### src/rtl/rs_slot_array.sv
`timescale 1ns/1ps
`default_nettype none
// +--------------------------------------------------------------------------+
// | rs_slot_array: reservation-station slot storage, CDB wakeup, issue reg    |
// | Revision: 1.0                                                            |
// +--------------------------------------------------------------------------+
module rs_slot_array #(
    parameter int NUM_SLOTS  = 8,
    parameter int DATA_WIDTH = 32,
    parameter int TAG_WIDTH  = 4,
    parameter int OP_WIDTH   = 5
) (
    input  logic                  clk,
    input  logic                  rst,
    input  logic                  flush,
    input  logic [NUM_SLOTS-1:0]  slot_wr,
    input  logic [OP_WIDTH-1:0]   disp_op,
    input  logic [TAG_WIDTH-1:0]  disp_dst_tag,
    input  logic                  disp_src1_rdy,
    input  logic [TAG_WIDTH-1:0]  disp_src1_tag,
    input  logic [DATA_WIDTH-1:0] disp_src1_val,
    input  logic                  disp_src2_rdy,
    input  logic [TAG_WIDTH-1:0]  disp_src2_tag,
    input  logic [DATA_WIDTH-1:0] disp_src2_val,
    input  logic                  cdb_valid,
    input  logic [TAG_WIDTH-1:0]  cdb_tag,
    input  logic [DATA_WIDTH-1:0] cdb_data,
    output logic [NUM_SLOTS-1:0]  slot_busy,
    output logic                  issue_valid,
    input  logic                  issue_ready,
    output logic [OP_WIDTH-1:0]   issue_op,
    output logic [DATA_WIDTH-1:0] issue_a,
    output logic [DATA_WIDTH-1:0] issue_b,
    output logic [TAG_WIDTH-1:0]  issue_dst_tag
);

    localparam int SEL_W = (NUM_SLOTS > 1) ? $clog2(NUM_SLOTS) : 1;

    logic [NUM_SLOTS-1:0]  r_busy;
    logic [NUM_SLOTS-1:0]  r_src1_rdy;
    logic [NUM_SLOTS-1:0]  r_src2_rdy;
    logic [OP_WIDTH-1:0]   r_op       [NUM_SLOTS];
    logic [TAG_WIDTH-1:0]  r_dst_tag  [NUM_SLOTS];
    logic [TAG_WIDTH-1:0]  r_src1_tag [NUM_SLOTS];
    logic [TAG_WIDTH-1:0]  r_src2_tag [NUM_SLOTS];
    logic [DATA_WIDTH-1:0] r_src1_val [NUM_SLOTS];
    logic [DATA_WIDTH-1:0] r_src2_val [NUM_SLOTS];

    logic                  r_issue_valid;
    logic [OP_WIDTH-1:0]   r_issue_op;
    logic [DATA_WIDTH-1:0] r_issue_a;
    logic [DATA_WIDTH-1:0] r_issue_b;
    logic [TAG_WIDTH-1:0]  r_issue_dst_tag;

    logic                  w_advance;
    logic                  w_cand_found;
    logic [SEL_W-1:0]      w_cand_idx;
    logic [NUM_SLOTS-1:0]  w_take;
    logic                  w_disp1_hit;
    logic                  w_disp2_hit;
    logic [DATA_WIDTH-1:0] w_disp1_val;
    logic [DATA_WIDTH-1:0] w_disp2_val;

    // Candidate comes from registered state only: no same-cycle wake-and-select.
    always_comb begin
        w_cand_found = 1'b0;
        w_cand_idx   = '0;
        for (int i = NUM_SLOTS - 1; i >= 0; i--) begin
            if (r_busy[i] && r_src1_rdy[i] && r_src2_rdy[i]) begin
                w_cand_found = 1'b1;
                w_cand_idx   = SEL_W'(i);
            end
        end
    end

    assign w_advance = !r_issue_valid || issue_ready;
    assign w_take    = (w_advance && w_cand_found && !flush)
                     ? (NUM_SLOTS'(1) << w_cand_idx) : '0;

    // Result arriving on the CDB in the dispatch cycle is captured directly.
    assign w_disp1_hit = cdb_valid && !disp_src1_rdy && (cdb_tag == disp_src1_tag);
    assign w_disp2_hit = cdb_valid && !disp_src2_rdy && (cdb_tag == disp_src2_tag);
    assign w_disp1_val = w_disp1_hit ? cdb_data : disp_src1_val;
    assign w_disp2_val = w_disp2_hit ? cdb_data : disp_src2_val;

    generate
        for (genvar g = 0; g < NUM_SLOTS; g++) begin : g_slot
            always_ff @(posedge clk or posedge rst) begin
                if (rst) begin
                    r_busy[g]     <= 1'b0;
                    r_src1_rdy[g] <= 1'b0;
                    r_src2_rdy[g] <= 1'b0;
                    r_op[g]       <= '0;
                    r_dst_tag[g]  <= '0;
                    r_src1_tag[g] <= '0;
                    r_src2_tag[g] <= '0;
                    r_src1_val[g] <= '0;
                    r_src2_val[g] <= '0;
                end else if (flush) begin
                    r_busy[g] <= 1'b0;
                end else if (slot_wr[g] && !r_busy[g]) begin
                    r_busy[g]     <= 1'b1;
                    r_op[g]       <= disp_op;
                    r_dst_tag[g]  <= disp_dst_tag;
                    r_src1_rdy[g] <= disp_src1_rdy || w_disp1_hit;
                    r_src1_tag[g] <= disp_src1_tag;
                    r_src1_val[g] <= w_disp1_val;
                    r_src2_rdy[g] <= disp_src2_rdy || w_disp2_hit;
                    r_src2_tag[g] <= disp_src2_tag;
                    r_src2_val[g] <= w_disp2_val;
                end else if (r_busy[g]) begin
                    if (w_take[g]) begin
                        r_busy[g] <= 1'b0;
                    end
                    if (cdb_valid && !r_src1_rdy[g] && (cdb_tag == r_src1_tag[g])) begin
                        r_src1_rdy[g] <= 1'b1;
                        r_src1_val[g] <= cdb_data;
                    end
                    if (cdb_valid && !r_src2_rdy[g] && (cdb_tag == r_src2_tag[g])) begin
                        r_src2_rdy[g] <= 1'b1;
                        r_src2_val[g] <= cdb_data;
                    end
                end
            end
        end
    endgenerate

    always_ff @(posedge clk or posedge rst) begin
        if (rst) begin
            r_issue_valid   <= 1'b0;
            r_issue_op      <= '0;
            r_issue_a       <= '0;
            r_issue_b       <= '0;
            r_issue_dst_tag <= '0;
        end else if (flush) begin
            r_issue_valid <= 1'b0;
        end else if (w_advance) begin
            if (w_cand_found) begin
                r_issue_valid   <= 1'b1;
                r_issue_op      <= r_op[w_cand_idx];
                r_issue_a       <= r_src1_val[w_cand_idx];
                r_issue_b       <= r_src2_val[w_cand_idx];
                r_issue_dst_tag <= r_dst_tag[w_cand_idx];
            end else begin
                r_issue_valid <= 1'b0;
            end
        end
    end

    assign slot_busy     = r_busy;
    assign issue_valid   = r_issue_valid;
    assign issue_op      = r_issue_op;
    assign issue_a       = r_issue_a;
    assign issue_b       = r_issue_b;
    assign issue_dst_tag = r_issue_dst_tag;

`ifndef SYNTHESIS
    a_slot_wr_onehot: assert property (@(posedge clk) disable iff (rst) $onehot0(slot_wr))
        else $error("slot_wr is multi-hot: %b", slot_wr);
    a_slot_wr_free: assert property (@(posedge clk) disable iff (rst) ((slot_wr & r_busy) == '0))
        else $error("slot_wr targets busy slot: wr=%b busy=%b", slot_wr, r_busy);
`endif

endmodule
`default_nettype wire

### config.mk
export PLATFORM = sky130hd
export DESIGN_NAME = rs_slot_array
export DESIGN_NICKNAME = d
export VERILOG_FILES = /design/src/rtl/rs_slot_array.sv
export SDC_FILE = /design/constraint.sdc
export NUM_CORES = 2
export LEC_CHECK = 0
export CAP_MARGIN = 15
export CORE_MARGIN = 10
export CORE_UTILIZATION = 35
export CTS_CLUSTER_DIAMETER = 200
export CTS_CLUSTER_SIZE = 10
export DETAILED_ROUTE_END_ITERATION = 8
export GPL_TIMING_DRIVEN = 1
export PLACE_DENSITY = 0.54
export SYNTH_ARGS = -nofsm -noshare
export SYNTH_HDL_FRONTEND = slang
export SYNTH_SLANG_ARGS = --single-unit
export TNS_END_PERCENT = 30
### constraint.sdc
create_clock -name clk -period 29.5 [get_ports clk]
set_input_delay 4.425 -clock clk [delete_from_list [all_inputs] [get_ports clk]]
set_output_delay 4.425 -clock clk [all_outputs]
set_load 0.02 [all_outputs]
; ---- Yosys cells after proc, flatten, opt, wreduce, memory -nomap -nowiden
; Cells that the tools add are included.
; Widths: inputs -> output; s select.
[classes]
muxes = 162
n_lt_le_gt_ge = 1
shift = 1
n_eq_ne = 18
n_bitwise = 2
reduce_logical = 143
[ops]
columns = op, count
row1 = $mux 32, 54
row2 = $bmux 32 s3, 2
row3 = $mux 1, 91
row4 = $eq 4x4->1, 18
row5 = $logic_and 1x1->1, 62
row6 = $reduce_and 3->1, 17
row7 = $reduce_bool 2->1, 25
row8 = $logic_not 1->1, 28
row9 = $mux 3, 8
row10 = $reduce_and 2->1, 8
row11 = $bmux 5 s3, 1
row12 = $bmux 4 s3, 1
row13 = $mux 5, 2
row14 = $mux 4, 2
row15 = $mux 8, 1
row16 = $shl 1x3->8 const A, 1
row17 = $ge 4x4->1 const B, 1
row18 = $not 3->4, 1
row19 = $logic_or 1x1->1, 3
row20 = $not 1->1, 1
[totals]
ff_bits = 746
inputBits = 132

; ---- Depth between registers and ports, before layout
[logic_depth]
depth_word = 17
depth_mapped = 10
mapped_depth_nobuf = 6

; ---- Worst setup path before layout
; No wires, ideal clock.
[synth_timing]
path_kind = in2reg
start = input cdb_tag[1]
end = register r_src2_val[35] (netlist bit)
path_stages = 10
required_ns = 29.364
path_buffers = 4
arrival_ns = 6.032
setup_ns = 0.136
slack_ns = 23.332
path_cell_list = buf_4 > buf_6 > inv_1 > o211a_1 > and4b_1 > buf_4 > nor2_4 > buf_4 > mux2i_1 > o21ai_0
[synth_between]
elab_chain_cells = 4
elab_cells_between_ends = 8
classes_between = eq/ne: 2 / mux: 2 / reduce/logical: 4
[synth_lines]
columns = item, line
row1 = start: declaration, 26  ; input logic [TAG_WIDTH-1:0] cdb_tag,
row2 = "$eq 4x4->1, on equally long branches", "119, 82"
row3 = "$logic_and 1x1->1, on equally long branches", "119, 82"
row4 = $reduce_bool 2->1 (no line) / $mux 32 (equally long branches), --
row5 = $reduce_and 3->1 (no line) / $mux 32 (equally long branches), --
row6 = end signal: indexed assignment, 110  ; r_src2_val[g] <= w_disp2_val;
row7 = end signal: indexed assignment, 121  ; r_src2_val[g] <= cdb_data;
row8 = end: declaration, 47  ; logic [DATA_WIDTH-1:0] r_src2_val [NUM_SLOTS];
; Several ways; a longest one is shown, not always the timed one.
; A chain may end at the register's enable or synchronous reset.

==> results.ini <==
[logic_synthesis]
seq_area_frac_synth_pct=49.1
syn_area_sq_um=38000
netlist_top_cells_area=dfrtp_1 49%, mux2i_1 15%, nand2_1 7.9%
syn_nets=3935
yosys_register_bits=746
synth_async_sr_flop_share_pct=100
yosysTopAreaCell=dfrtp_1
synth_cell_types=50
synth_edf_count=0
synth_top_area_share_pct=49.1
yosysMostFrequentCell=nand2_1
synthCells=3803
syn_avg_cell_area_sq_um=9.99
yosys-top-cells-count=798 x nand2_1, 746 x dfrtp_1, 573 x mux2i_1
yosys_warnings=0
synth_flop_cell=dfrtp_1

[flow_run]
maxCapViolations=0

[sta]
fin_skew_ns=0.0293
hold_violations=0
finalSetupViolations=0
tightest_slew_ns=1.16
report.final.slew_viol_count=0
finalSetupTns_ns=0
fmax_mhz=125
maxSlewHeadroom_pct=22.5
rsz0062_at_grt=false
period_share_pct=27.2
layout_min_cycle_time_ns=8.02

[clock_tree]
cts_root_buf=clkbuf_16
cts_buffers=84
htreeDepth=3
cts_tree=built
cts_sinks=746
clkSlewWorstSetupHoldPaths_ns=0.05
ctsHoldBuffers=0
cts_max_path_buffers=3
clock_latency_ns=0.66
post_cts_buffers=0
cts_resized=0

[placed_design]
dp_cells=5095
gp_congestion=0.805
dp_hpwl_um=81700
portBuffers=213

[critical_path]
crit_required_ns=30.21
worstSetupPathType=input port to asynchronous set/reset pin
arrival_ns=8.73
timing.critical_path.fanout_max=98
end_kind=asynchronous set/reset pin
crit_path_start_kind=input port

[power_and_ir_drop]
clockPowerShare_pct=28.1
ir_worst_vdd_uv=47.7
powerDensity_nw_per_um2=78.3
p_leak_nw=19.6
p_int_mw=2.18
pwr-share-comb_pct=29.9
p_sw_share_pct=35.4
p_sw_mw=1.19
seqPwrFrac_pct=42.0

[floorplan]
fp-row-count=120
die_y_um=349
io-pin-count=214
start_util_pct=35.3
core_area_sq_um=108000
die_w_um=349
die_area_sq_um=122000

[detailed_routing]
ant_nets=0
drt_drc_violations_left=0
vias=29295
drt-wirelength-per-cell_um=27.1
firstDrtPassIters=7
avgViaCountPerCell=5.64
finalWirelength_um=141000
drt_iter0_drc=2846

[grt]
grt_util_all_layers_pct=22.6
grt_pass1_vias=29089
grt_pass1_wl_um=207000
antenna_found_initial=24
gr-total-overflow=0
grt_max_degree=155

[cells_and_area]
finish.net_count=3912
n_fill_cell=10717
fin_util_pct=40.1
syn_to_final_growth_pct=13.5
stdcell_count=5195
drive_above_1_share_pct=11.5

[hold_path]
min-delay-path-class=register to register

[run_status]
outcome=finished, final reports clean

power groups by stage:
stage          clock network (mW)  logic (mW)  registers, mW
4_1_cts                     0.965        1.01           1.42
5_1_grt                      1.00        1.10           1.45
3_3_place_gp                    0       0.994           1.43
3_5_place_dp                    0        1.01           1.43
2_1_floorplan                   0       0.592           1.43
6_report                    0.948        1.01           1.42
flip-flops by register name, summed over array words and instances (netlist names), 8 cells and up:
register,count
r_src2_tag,32
r_src1_val,256
issue_b,32
r_src1_tag,32
r_src1_rdy,8
r_src2_rdy,8
r_dst_tag,32
r_src2_val,256
issue_a,32
r_op,40
slot_busy,8
worst max-delay path, cell delays in order:
cell and delay [ns]:
clkdlybuf4s50_1 0.49, inv_8 0.54, buf_4 0.85, buf_4 0.72, buf_4 0.77, buf_4 0.70
final timing paths:
kind | from | end | slack [ns] | depth (start not counted)
setup / recovery | rst | r_src1_val[139]$_DFFE_PP0P_ | 21.48 | 6
hold / removal | r_src1_val[8]$_DFFE_PP0P_ | r_src1_val[8]$_DFFE_PP0P_ | 0.47 | 2
setup reg to reg | slot_busy[7]$_DFF_PP0_ | issue_b[2]$_DFFE_PP0P_ | 25.64 | 8
hold reg to reg | r_src1_val[8]$_DFFE_PP0P_ | r_src1_val[8]$_DFFE_PP0P_ | 0.47 | 2
max in group clk | flush | issue_op[3]$_DFFE_PP0P_ | 21.99 | 8
min in group asynchronous | rst | r_src1_tag[10]$_DFFE_PP0P_ | 4.30 | 2
final cells by class:
cell class	instances	area, sq um	share of cell area (%)
timing repair buffer	289	2750	6.37
clock inverter	7	138	0.319
sequential	746	18700	43.3
tap	1403	1760	4.07
clock buffer	85	2130	4.93
antenna	6	15.0	0.0348
multi-input combinational	2646	17600	40.9
inverter	13	56.3	0.131
metrics by stage:
| step | setup slack [ns] | area [sq um] | total power, mW | hold WS [ns] |
|---|---|---|---|---|
| floorplan | 4.14 | 38000 | 2.02 | 0.443 |
| global placement | 20.59 | 40800 | 2.42 | 0.456 |
| detailed placement | 20.61 | 40800 | 2.44 | 0.466 |
| CTS | 21.32 | 43100 | 3.39 | 0.479 |
| global route | 20.87 | 43100 | 3.55 | 0.494 |
| finish | 21.48 | 43100 | 3.38 | 0.471 |
cell families after synthesis:
kind of cell	Yosys count	share of synthesized area, %
muxes	738	20.0
AOI/OAI and AO/OA	835	13.4
xor gates and xnor gates	69	1.59
DFF	746	49.1
buffers and inverters	411	4.99
and+or+nand+nor	1004	10.8
per-layer routing:
metal / global-route usage, % / up-vias / share of wire, %
li1: - / 13219 / -
met5: 0 / - / 0.093
met2: 35.6 / 971 / 45
met4: 5.47 / 22 / 2.1
met1: 31.8 / 14887 / 46
met3: 4.18 / 196 / 6.7
cell usage in the layout (no fill, tap or decap), drive strengths merged, types with 6 or more instances in the layout:
master and instances:
o221ai 61, o21ai 530, a31o 44, clkdlybuf4s50 213, nand3 97, o21bai 17
nand2b 17, a2111o 6, a21o 19, o22ai 7, a22oi 73, nand2 798
nand4 19, xor2 19, a222oi 30, and3 6, mux2 165, inv 15
diode 6, a21oi 28, clkbuf 85, dfrtp 746, a211oi 7, nor2 35
mux2i 573, xnor2 50, nor3 25, buf 76, a22o 6
No activity file was read; power rests on OpenSTA's default activity.
